===== src/rtl/vp_pkg.sv =====
// Shared definitions for the vp_pattern_gen video source: pattern codes, colour-bar table,
// FSM state encoding and the bar position stepper.
package vp_pkg;

  localparam int unsigned CW = 12;
  localparam int unsigned DW = 24;
  localparam int unsigned FW = 16;

  typedef enum logic [1:0] {
    PAT_BARS  = 2'd0,
    PAT_RAMP  = 2'd1,
    PAT_CHECK = 2'd2,
    PAT_SOLID = 2'd3
  } pat_t;

  typedef enum logic [0:0] {
    IDLE = 1'b0,
    RUN  = 1'b1
  } state_t;

  localparam logic [DW-1:0] BAR_RGB [8] = '{
    24'hFFFFFF, 24'hFFFF00, 24'h00FFFF, 24'h00FF00,
    24'hFF00FF, 24'hFF0000, 24'h0000FF, 24'h000000
  };

  // Bar position: x within the line, pixel within the bar, bar index (8 = right-edge remainder)
  typedef struct packed {
    logic [CW-1:0] xp;
    logic [CW-1:0] pix;
    logic [3:0]    idx;
  } bar_st_t;

  // Advance one pixel, wrapping at the end of the active width
  function automatic bar_st_t bar_step(input bar_st_t s, input logic [CW-1:0] hdisp,
                                       input logic [CW-1:0] bar_w);
    bar_st_t n;
    n = s;
    if (s.xp == hdisp - 12'd1) begin
      n = '0;
    end else begin
      n.xp = s.xp + 12'd1;
      if (s.idx != 4'd8) begin
        if (s.pix == bar_w - 12'd1) begin
          n.pix = '0;
          n.idx = s.idx + 4'd1;
        end else begin
          n.pix = s.pix + 12'd1;
        end
      end
    end
    return n;
  endfunction

endpackage


===== src/rtl/vp_pattern_gen_if.sv =====
// vs/de/24-bit pixel stream between VP pipeline stages.
interface vp_pattern_gen_if;
  logic        post_vs;
  logic        post_de;
  logic [23:0] post_data;

  modport master (output post_vs, output post_de, output post_data);
  modport slave  (input  post_vs, input  post_de, input  post_data);
endinterface


===== src/rtl/vp_timing_cnt.sv =====
// Horizontal/vertical raster counters with vs/de decode and an end-of-frame pulse.
module vp_timing_cnt
  import vp_pkg::*;
#(
  parameter logic [CW-1:0] IMG_HDISP = 12'd1280,
  parameter logic [CW-1:0] IMG_VDISP = 12'd720,
  parameter logic [CW-1:0] H_BLANK   = 12'd160,
  parameter logic [CW-1:0] V_BLANK   = 12'd30,
  parameter logic [CW-1:0] VS_LINES  = 12'd5
) (
  input  logic          clk,
  input  logic          rst_n,
  input  logic          clr,
  input  logic          adv,
  output logic [CW-1:0] h_cnt,
  output logic [CW-1:0] v_cnt,
  output logic          line_end_c,
  output logic          eof_c,
  output logic          vs_c,
  output logic          de_c
);

  localparam logic [CW-1:0] H_MAX = IMG_HDISP + H_BLANK - 12'd1;
  localparam logic [CW-1:0] V_MAX = V_BLANK + IMG_VDISP - 12'd1;

  always_ff @(posedge clk or negedge rst_n) begin
    if (!rst_n) begin
      h_cnt <= '0;
      v_cnt <= '0;
    end else if (clr) begin
      h_cnt <= '0;
      v_cnt <= '0;
    end else if (adv) begin
      if (h_cnt == H_MAX) begin
        h_cnt <= '0;
        v_cnt <= (v_cnt == V_MAX) ? '0 : v_cnt + 12'd1;
      end else begin
        h_cnt <= h_cnt + 12'd1;
      end
    end
  end

  assign line_end_c = adv && (h_cnt == H_MAX);
  assign eof_c      = line_end_c && (v_cnt == V_MAX);
  assign vs_c       = (v_cnt < VS_LINES);
  assign de_c       = (v_cnt >= V_BLANK) && (h_cnt < IMG_HDISP);

endmodule


===== src/rtl/vp_pattern_gen.sv =====
// Test-pattern video source: frame FSM, pattern mux and registered stream outputs.
// Define VP_PATGEN_SCROLL_EN to scroll patterns 0-2 horizontally by frame_cnt[7:0].
module vp_pattern_gen
  import vp_pkg::*;
#(
  parameter logic [CW-1:0] IMG_HDISP  = 12'd1280,
  parameter logic [CW-1:0] IMG_VDISP  = 12'd720,
  parameter logic [CW-1:0] H_BLANK    = 12'd160,
  parameter logic [CW-1:0] V_BLANK    = 12'd30,
  parameter logic [CW-1:0] VS_LINES   = 12'd5,
  parameter logic [2:0]    CHECK_LOG2 = 3'd5
) (
  input  logic              clk,
  input  logic              rst_n,
  input  logic              EN,
  input  logic [1:0]        mode,
  input  logic [DW-1:0]     solid_color,
  vp_pattern_gen_if.master  vid,
  output logic [FW-1:0]     frame_cnt,
  output logic              busy
);

  localparam logic [CW-1:0] BAR_W = IMG_HDISP / 12'd8;
  localparam int unsigned   CHK   = 32'(CHECK_LOG2);

  state_t        state_q, state_d;
  logic          clr_c, latch_c, run_c;
  logic [CW-1:0] h_cnt, v_cnt;
  logic          line_end_c, eof_c, vs_c, de_c;
  pat_t          mode_q;
  logic [DW-1:0] color_q;
  bar_st_t       bar_q, start_q, start_nxt_c;
  logic [CW-1:0] x_c, y_c;
  logic          chk_c;
  logic [DW-1:0] pix_c;
  logic          vs_q, de_q;
  logic [DW-1:0] data_q;

  assign run_c = (state_q == RUN);

  vp_timing_cnt #(
    .IMG_HDISP (IMG_HDISP),
    .IMG_VDISP (IMG_VDISP),
    .H_BLANK   (H_BLANK),
    .V_BLANK   (V_BLANK),
    .VS_LINES  (VS_LINES)
  ) u_timing (
    .clk        (clk),
    .rst_n      (rst_n),
    .clr        (clr_c),
    .adv        (run_c),
    .h_cnt      (h_cnt),
    .v_cnt      (v_cnt),
    .line_end_c (line_end_c),
    .eof_c      (eof_c),
    .vs_c       (vs_c),
    .de_c       (de_c)
  );

  always_ff @(posedge clk or negedge rst_n) begin
    if (!rst_n) state_q <= IDLE;
    else        state_q <= state_d;
  end

  // Frames always run to completion; EN is only examined at frame boundaries
  always_comb begin
    state_d = state_q;
    clr_c   = 1'b0;
    latch_c = 1'b0;
    unique case (state_q)
      IDLE: if (EN) begin
        state_d = RUN;
        clr_c   = 1'b1;
        latch_c = 1'b1;
      end
      RUN: if (eof_c) begin
        if (EN) latch_c = 1'b1;
        else    state_d = IDLE;
      end
      default: state_d = IDLE;
    endcase
  end

`ifdef VP_PATGEN_SCROLL_EN
  // Line-start bar position tracks frame_cnt[7:0] mod IMG_HDISP, stepped once per frame
  assign x_c         = h_cnt + CW'(frame_cnt[7:0]);
  assign start_nxt_c = (frame_cnt[7:0] == 8'hFF) ? '0 : bar_step(start_q, IMG_HDISP, BAR_W);

  always_ff @(posedge clk or negedge rst_n) begin
    if (!rst_n)     start_q <= '0;
    else if (eof_c) start_q <= start_nxt_c;
  end
`else
  assign x_c         = h_cnt;
  assign start_q     = '0;
  assign start_nxt_c = '0;
`endif

  // Bar sub-counter runs in step with h_cnt so no divide is needed
  always_ff @(posedge clk or negedge rst_n) begin
    if (!rst_n)          bar_q <= '0;
    else if (clr_c)      bar_q <= start_q;
    else if (eof_c)      bar_q <= start_nxt_c;
    else if (line_end_c) bar_q <= start_q;
    else if (run_c)      bar_q <= bar_step(bar_q, IMG_HDISP, BAR_W);
  end

  always_ff @(posedge clk or negedge rst_n) begin
    if (!rst_n) begin
      mode_q    <= PAT_BARS;
      color_q   <= '0;
      frame_cnt <= '0;
    end else begin
      if (latch_c) begin
        mode_q  <= pat_t'(mode);
        color_q <= solid_color;
      end
      if (eof_c) frame_cnt <= frame_cnt + 16'd1;
    end
  end

  assign y_c   = v_cnt - V_BLANK;
  assign chk_c = |((x_c ^ y_c) & (CW'(1) << CHK));

  always_comb begin
    pix_c = '0;
    unique case (mode_q)
      PAT_BARS:  pix_c = bar_q.idx[3] ? 24'h000000 : BAR_RGB[bar_q.idx[2:0]];
      PAT_RAMP:  pix_c = {3{x_c[7:0]}};
      PAT_CHECK: pix_c = chk_c ? 24'h000000 : 24'hFFFFFF;
      PAT_SOLID: pix_c = color_q;
      default:   pix_c = '0;
    endcase
  end

  always_ff @(posedge clk or negedge rst_n) begin
    if (!rst_n) begin
      vs_q   <= 1'b0;
      de_q   <= 1'b0;
      data_q <= '0;
      busy   <= 1'b0;
    end else begin
      vs_q   <= run_c && vs_c;
      de_q   <= run_c && de_c;
      data_q <= (run_c && de_c) ? pix_c : '0;
      busy   <= (state_d == RUN);
    end
  end

  assign vid.post_vs   = vs_q;
  assign vid.post_de   = de_q;
  assign vid.post_data = data_q;

endmodule


===== src/flat_wrapper.sv =====
// flat-port wrapper written by rule: the top's interface ports become plain ports
module vp_pattern_gen_flat import vp_pkg::*;
#(
  parameter logic [CW-1:0] IMG_HDISP  = 12'd1280,
  parameter logic [CW-1:0] IMG_VDISP  = 12'd720,
  parameter logic [CW-1:0] H_BLANK    = 12'd160,
  parameter logic [CW-1:0] V_BLANK    = 12'd30,
  parameter logic [CW-1:0] VS_LINES   = 12'd5,
  parameter logic [2:0]    CHECK_LOG2 = 3'd5
)
  (clk, rst_n, EN, mode, solid_color, frame_cnt, busy, vid_post_vs, vid_post_de, vid_post_data);
  vp_pattern_gen_if vid_i ();
  input  logic clk;
  input  logic rst_n;
  input  logic EN;
  input  logic [1:0] mode;
  input  logic [DW-1:0] solid_color;
  output logic [FW-1:0] frame_cnt;
  output logic busy;
  output wire logic [$bits(vid_i.post_vs)-1:0] vid_post_vs;
  output wire logic [$bits(vid_i.post_de)-1:0] vid_post_de;
  output wire logic [$bits(vid_i.post_data)-1:0] vid_post_data;
  assign vid_post_vs = vid_i.post_vs;
  assign vid_post_de = vid_i.post_de;
  assign vid_post_data = vid_i.post_data;
  vp_pattern_gen #(.IMG_HDISP(IMG_HDISP), .IMG_VDISP(IMG_VDISP), .H_BLANK(H_BLANK), .V_BLANK(V_BLANK), .VS_LINES(VS_LINES), .CHECK_LOG2(CHECK_LOG2)) u_core (.clk(clk), .rst_n(rst_n), .EN(EN), .mode(mode), .solid_color(solid_color), .vid(vid_i), .frame_cnt(frame_cnt), .busy(busy));
endmodule

===== config.mk =====
export PLATFORM = sky130hd
export DESIGN_NAME = vp_pattern_gen_flat
export DESIGN_NICKNAME = d
export VERILOG_FILES = /design/src/rtl/vp_pkg.sv /design/src/rtl/vp_pattern_gen_if.sv /design/src/rtl/vp_timing_cnt.sv /design/src/rtl/vp_pattern_gen.sv /design/src/flat_wrapper.sv
export SDC_FILE = /design/constraint.sdc
export NUM_CORES = 1
export LEC_CHECK = 0
export ABC_AREA = 1
export BUFFER_PORTS_ARGS = -buffer_cell sky130_fd_sc_hd__buf_2
export CAP_MARGIN = 20
export CORE_ASPECT_RATIO = 0.8
export CORE_MARGIN = 2
export CORE_UTILIZATION = 45
export CTS_CLUSTER_DIAMETER = 200
export CTS_CLUSTER_SIZE = 8
export DETAILED_ROUTE_END_ITERATION = 16
export GPL_TIMING_DRIVEN = 0
export HOLD_SLACK_MARGIN = 0.15
export PLACE_DENSITY = 0.7
export RECOVER_POWER = 100
export SLEW_MARGIN = 0
export SYNTH_ARGS = -nofsm -noshare
export SYNTH_HDL_FRONTEND = slang
export SYNTH_SLANG_ARGS = --single-unit

===== constraint.sdc =====
create_clock -name clk -period 2 [get_ports clk]
set_input_delay 0.4 -clock clk [delete_from_list [all_inputs] [get_ports clk]]
set_output_delay 0.4 -clock clk [all_outputs]
set_load 0.05 [all_outputs]

# Word-level counts from Yosys, hierarchy flattened
# Memory sizes are Yosys's and may differ from the RTL's.
# Cells that the tools add are included.
# word_totals
reg_bits	121
romBits	192
input_bits	29
output_inout_bits	43
wordCells	76
mem_count	1
# mem_list
name	words	width	read_ports	rd_ports_with_merged_regs	wr	line_no	text
(no name shown)	8	24	1	0	0	vp_pattern_gen.sv:128	PAT_BARS: pix_c = bar_q.idx[3] ? 24'h000000 : BAR_RGB[bar_q.idx[2:0]];
# op_classes
n_addsub	7
n_lt_le_gt_ge	4
eq_ne	8
mux	27
n_bitwise	3
n_reduce_logical	14
# op_table
operator	count
28-bit two-way mux	5
24-bit two-way mux	5
12-bit two-way mux	8
24-bit case mux with 4 select lines	1
12-bit by 1-bit adder with 12-bit output, second input constant	4
12-bit by 11-bit equality test with 1-bit output, second input constant	2
16-bit by 1-bit adder with 16-bit output, second input constant	1
16-bit two-way mux	1
12-bit by 10-bit equality test with 1-bit output, second input constant	1
12-bit by 8-bit equality test with 1-bit output, second input constant	1
12-bit by 5-bit greater-or-equal comparator with 1-bit output, second input constant	1
12-bit by 11-bit less-than comparator with 1-bit output, second input constant	1
12-bit by 3-bit less-than comparator with 1-bit output, second input constant	1
5-bit nonzero test	2
6-bit by 5-bit subtractor with 6-bit output, second input constant	1
6-bit XOR	1
1-bit logical AND	5
4-bit by 1-bit adder with 4-bit output, second input constant	1
2-bit equality test, second input constant	2
4-bit greater-or-equal comparator, second input constant	1
1-bit two-way mux	4
4-bit two-way mux	1
4-bit != test, second input constant	1
3-bit inverter with 4-bit output	1
other kinds (8)	11

# Longest topological paths before layout
# logic_depth
ltp_word	8
mapped_depth	10

# Modules after synthesis
# A second synthesis with hierarchy kept.
# unflattened
cells_unflattened	718
hier_area_um2	6223.5
# by_module_without_submodules
mod	instances	cells_each	area_per_inst_um2
vp_pattern_gen	1	487	4573.1
vp_timing_cnt	1	231	1650.3

# Worst setup path after synthesis
# OpenSTA, ideal clock, no wires.
# synth_timing
path_type	register -> register
startpoint	reg u_core.state_q, in the netlist u_core.run_c
endpoint	reg u_core.bar_q[2] (netlist bit)
setup_time_ns	0.117
t_arrival_ns	1.654
t_required_ns	1.883
path_slack_ns	0.230
stages_incl_launch_ff	9
path_buffers	2
period_less_slack_ns	1.770
cell_sequence	dfrtp_1 > buf_2 > nor2_2 > inv_2 > nand2_2 > nand2_4 > buf_6 > nand3_1 > nand2_1
# synth_between
elab_chain_len	4
elab_cells_between_ends	10
cone_classes	4 x mux; 6 x reduce/logical
# synth_rtl
item	line_no	text
start: declaration	vp_pattern_gen.sv:26	state_t state_q, state_d;
start signal: assignment	vp_pattern_gen.sv:62	else state_q <= state_d;
1-bit logical AND	vp_timing_cnt.sv:43	assign line_end_c = adv && (h_cnt == H_MAX);
1-bit logical AND or 28-bit two-way mux (tied branches)	vp_timing_cnt.sv:44, vp_pattern_gen.sv:104	
5-bit nonzero test (no line) (tied with other cells)	n/a	
3-bit AND reduction (no line) or 28-bit two-way mux (tied branches)	n/a	
end signal: assignment	vp_pattern_gen.sv:102	else if (clr_c) bar_q <= start_q;
end signal: assignment	vp_pattern_gen.sv:103	else if (eof_c) bar_q <= start_nxt_c;
end signal: assignment	vp_pattern_gen.sv:104	else if (line_end_c) bar_q <= start_q;
end: declaration	vp_pattern_gen.sv:32	bar_st_t bar_q, start_q, start_nxt_c;
# Several ways; a longest one is shown, not always the timed one.
# A chain may end at the register's enable or synchronous reset.

# Worst setup path after layout
# layout_timing
startpoint	reg u_core.u_timing.h_cnt[0]
endpoint	reg u_core.bar_q[14] (netlist bit)
# layout_between
elab_chain_len	5
elab_cells_between_ends	9
cone_classes	1 x eq/ne; 3 x mux; 5 x reduce/logical
# layout_rtl
item	line_no	text
start: declaration	vp_timing_cnt.sv:15	output logic [CW-1:0] h_cnt,
start signal: assignment	vp_timing_cnt.sv:38	h_cnt <= h_cnt + 12'd1;
12-bit by 11-bit equality test with 1-bit output *	vp_timing_cnt.sv:43	
1-bit logical AND *	vp_timing_cnt.sv:43	
1-bit logical AND or 28-bit two-way mux (tied branches)	vp_timing_cnt.sv:44, vp_pattern_gen.sv:104	
5-bit nonzero test (no line) (tied with other cells)	n/a	
2-bit AND reduction (no line) or 28-bit two-way mux (tied branches)	n/a	
# Every way passes the cells marked *; elsewhere a longest branch is shown, timed or not.

==> qor.txt <==
EDFF count, synth: 0
maximum clock frequency: 0.525 GHz
CP arrival: 2.21 ns
Buf/Inv on CP: 2
clk_skew: 0.00819 ns
area of the mapped netlist: 6370 sq um
Slew headroom: 15.6%
buffer depth of the longest clock path: 2
ys flop type: dfrtp_1
Area growth syn-to-layout: 21.2%
pwr dens: 733 nW/um^2
peak supply drop: 0.000622 V
Ant. Diodes: 0
first-pass GRT wire length: 27,200 microns
Sequential Power Share: 44.6%
CP peak stage delay: 0.39 ns
worst-skew pair later-pin latency: 0.42 ns
cell count of the worst reg-to-reg path: 10
most used cell, CP: nand2_1
setup TNS: 0 ns
Yosys reg bits: 121
RSZ-0062 raised after global routing: true
placed insts: 1,065
Final ANT Viol Nets: 0
total CTS buffers: 17
die extent in x: 137 microns
CTS clk-pin slew, worst paths: 0.06 ns
share of cells above drive strength 1: 14.5%
CTS sink cnt: 121
Initial Utilization: 46.5%
post-route cell area: 7730 sq um
CTS tree: done
synth warn: 0
# DRC: 0
Int Pwr: 4.28 mW
Sw Share: 24.4%
worst hold slack: 0.212 ns
Comb pwr share: 3.5%
Ports: 72
worst slack, placed: -0.168 ns
CTS H-Tree Depth: 4
net load switching power: 1.38 mW
total nets after synthesis: 852
Rows: 38
Hold Crit Class: primary input to flip-flop
biggest area consumer among synthesized cells: dfrtp_1
Non-Filler Instances: 1,110
top-area cell type share of the netlist area: 47.5%
CP delay by family, top: simple AND/OR/NAND/NOR gates
setup ws final: 0.0959 ns
Nets: 956
Vias: 5,895
most frequent cells in the layout: nand2_1 (207), dfrtp_1 (120), nand3_1 (89)
Max-Cap Viols: 0
sequential fraction of the synthesis area: 47.5%
vias in the first global route: 5,484
ys async rst share: 100%
Clock power frac: 51.8%
DR vias/cell: 5.31
Startpoint Class: flip-flop
largest net degree at the start of global routing: 75
slowest CP cell: dfrtp_1
Overall Global Routing Usage: 22.6%
die area: 15,100 sq um
final hold violations: 0
Leak: 3.69 nW
actual slew at the worst max-slew pin: 1.27 ns
WP data required: 2.31 ns
chip height: 110 microns
Detailed Routing Iterations Pass 1: 5
worst hold stages: 3
post-DP HPWL: 11,100 microns
total grt overflow: 0
status: finished, final reports clean
wire length per cell: 14.8 microns
cell count along the critical path: 10
synthesized area per cell: 7.84 sq um
Synth Instances: 813
PortBufs: 71
Post-Route WL: 16,400 microns
CP max FO: 10
GP Congestion: 0.898
final setup vio count: 0
Final Cycle Share: 95.2%
Post-DP Area: 6990 sq um
most common cell after layout, fill and taps aside: nand2_1
Slew Limit Fails: 0
critical-path cell list: ha_1, nand2_1, nor2_4, buf_4, nand4_4, nand4_1, buf_4, nor2_1, nand2_1, nand2_1
CP endpoint kind: flip-flop
ranking of synthesized cells by area: dfrtp_1 (48%), nand2_1 (12%), nand3_1 (7.1%)
Cell variety after synth: 35
Setup CP Type: flip-flop to flip-flop
initial antenna violation count: 0
clk root buf: clkbuf_16
Core Region: 13,700 sq um
Starting DRT DRC Count: 551
fin crit period: 1.90 ns
## registers in the layout, indices dropped and copies added, names as in the netlist, 2 cells and up
register,cells
u_core.bar_q,28
u_core.color_q,24
u_core.vid.post_data,24
u_core.frame_cnt,16
u_core.u_timing.h_cnt,12
u_core.u_timing.v_cnt,12
u_core.mode_q,2
## Yosys cell counts (2+ instances only)
cell type and instances:
nand2_1 211, dfrtp_1 121, nand3_1 91, inv_1 73
nor2_1 73, a21oi_1 63, o21ai_0 37, xor2_1 24
nor3_1 23, nand4_1 18, ha_1 10, clkbuf_1 8
o22ai_1 8, buf_2 6, buf_4 5, inv_2 5
nand3b_1 5, nor2_2 4, xnor2_1 4, buf_6 3
nand3_2 3, clkinv_1 2, nand2_4 2, nor2_4 2
o21bai_1 2
## power groups by stage
stage | Sequential (mW) | Clock, mW | Combinational, mW
floorplan | 2.56 | 0 | 0.0956
global placement | 2.57 | 0 | 0.192
detailed placement | 2.57 | 0 | 0.204
CTS | 2.53 | 2.98 | 0.206
global route | 2.54 | 3.10 | 0.235
finish | 2.53 | 2.94 | 0.201
## cell type report
cell class / count / area (sq um)
plain buffers: 22 / 136
inverters: 80 / 300
clock inverters: 15 / 143
well taps: 180 / 225
fillers: 1237 / 5970
repair buffers: 85 / 462
flip-flops and latches: 121 / 3030
clock buffers: 17 / 425
multi-input cells: 590 / 3010
## path summary, 6_finish.rpt
path | from | slack [ns] | to
min in group asynchronous | rst_n | 0.79 | u_core.u_timing.v_cnt[7]
setup reg to reg | u_core.u_timing.h_cnt[0] | 0.1 | u_core.bar_q[14]
hold / removal | solid_color[18] | 0.21 | u_core.color_q[18]
setup / recovery | u_core.u_timing.h_cnt[0] | 0.1 | u_core.bar_q[14]
max in group asynchronous | rst_n | 0.24 | u_core.u_timing.h_cnt[9]
hold reg to reg | u_core.color_q[12] | 0.47 | u_core.color_q[12]
## tightest hold or removal path, delay by kind of cell
family	cells	cell delay, ns
and+or+nand+nor	2	0.12
buffers and inverters	1	0.07
## what timing repair did
action	4_1_cts	5_1_grt
buffers inserted	4	8
endpoints found under the setup margin	41	86
gates cloned	0	0
resized for setup	3	21
hold buffers	1	0
pin swaps	2	6
endpoints found under the hold margin	47	0
## routing by layer
metal / share of wire, % / track usage, % / up-vias
li1: - / - / 2887
met2: 44 / 31.5 / 235
met4: 1.1 / 6.12 / 0
met5: 0 / 0 / -
met3: 6.6 / 5.51 / 18
met1: 49 / 34.9 / 2755
## stage by stage
step / total power [mW] / utilization (%)
after floorplan: 2.66 / -
final: 5.67 / 56.4
after global placement: 2.76 / 50.8
after CTS: 5.71 / 55.6
after global routing: 5.87 / 56.4
after detailed placement: 2.77 / 51.0
## kinds of logic after synthesis
family	after synthesis	share of synthesized area (%)
flip-flops	121	47.5
adder cells (fa/ha/maj)	10	1.96
buffers and inverters	102	6.77
AND/OR/NAND/NOR	436	30.1
AO/OA/AOI/OAI	116	9.80
XOR/XNOR	28	3.85
(Power assumes the default switching activity.)
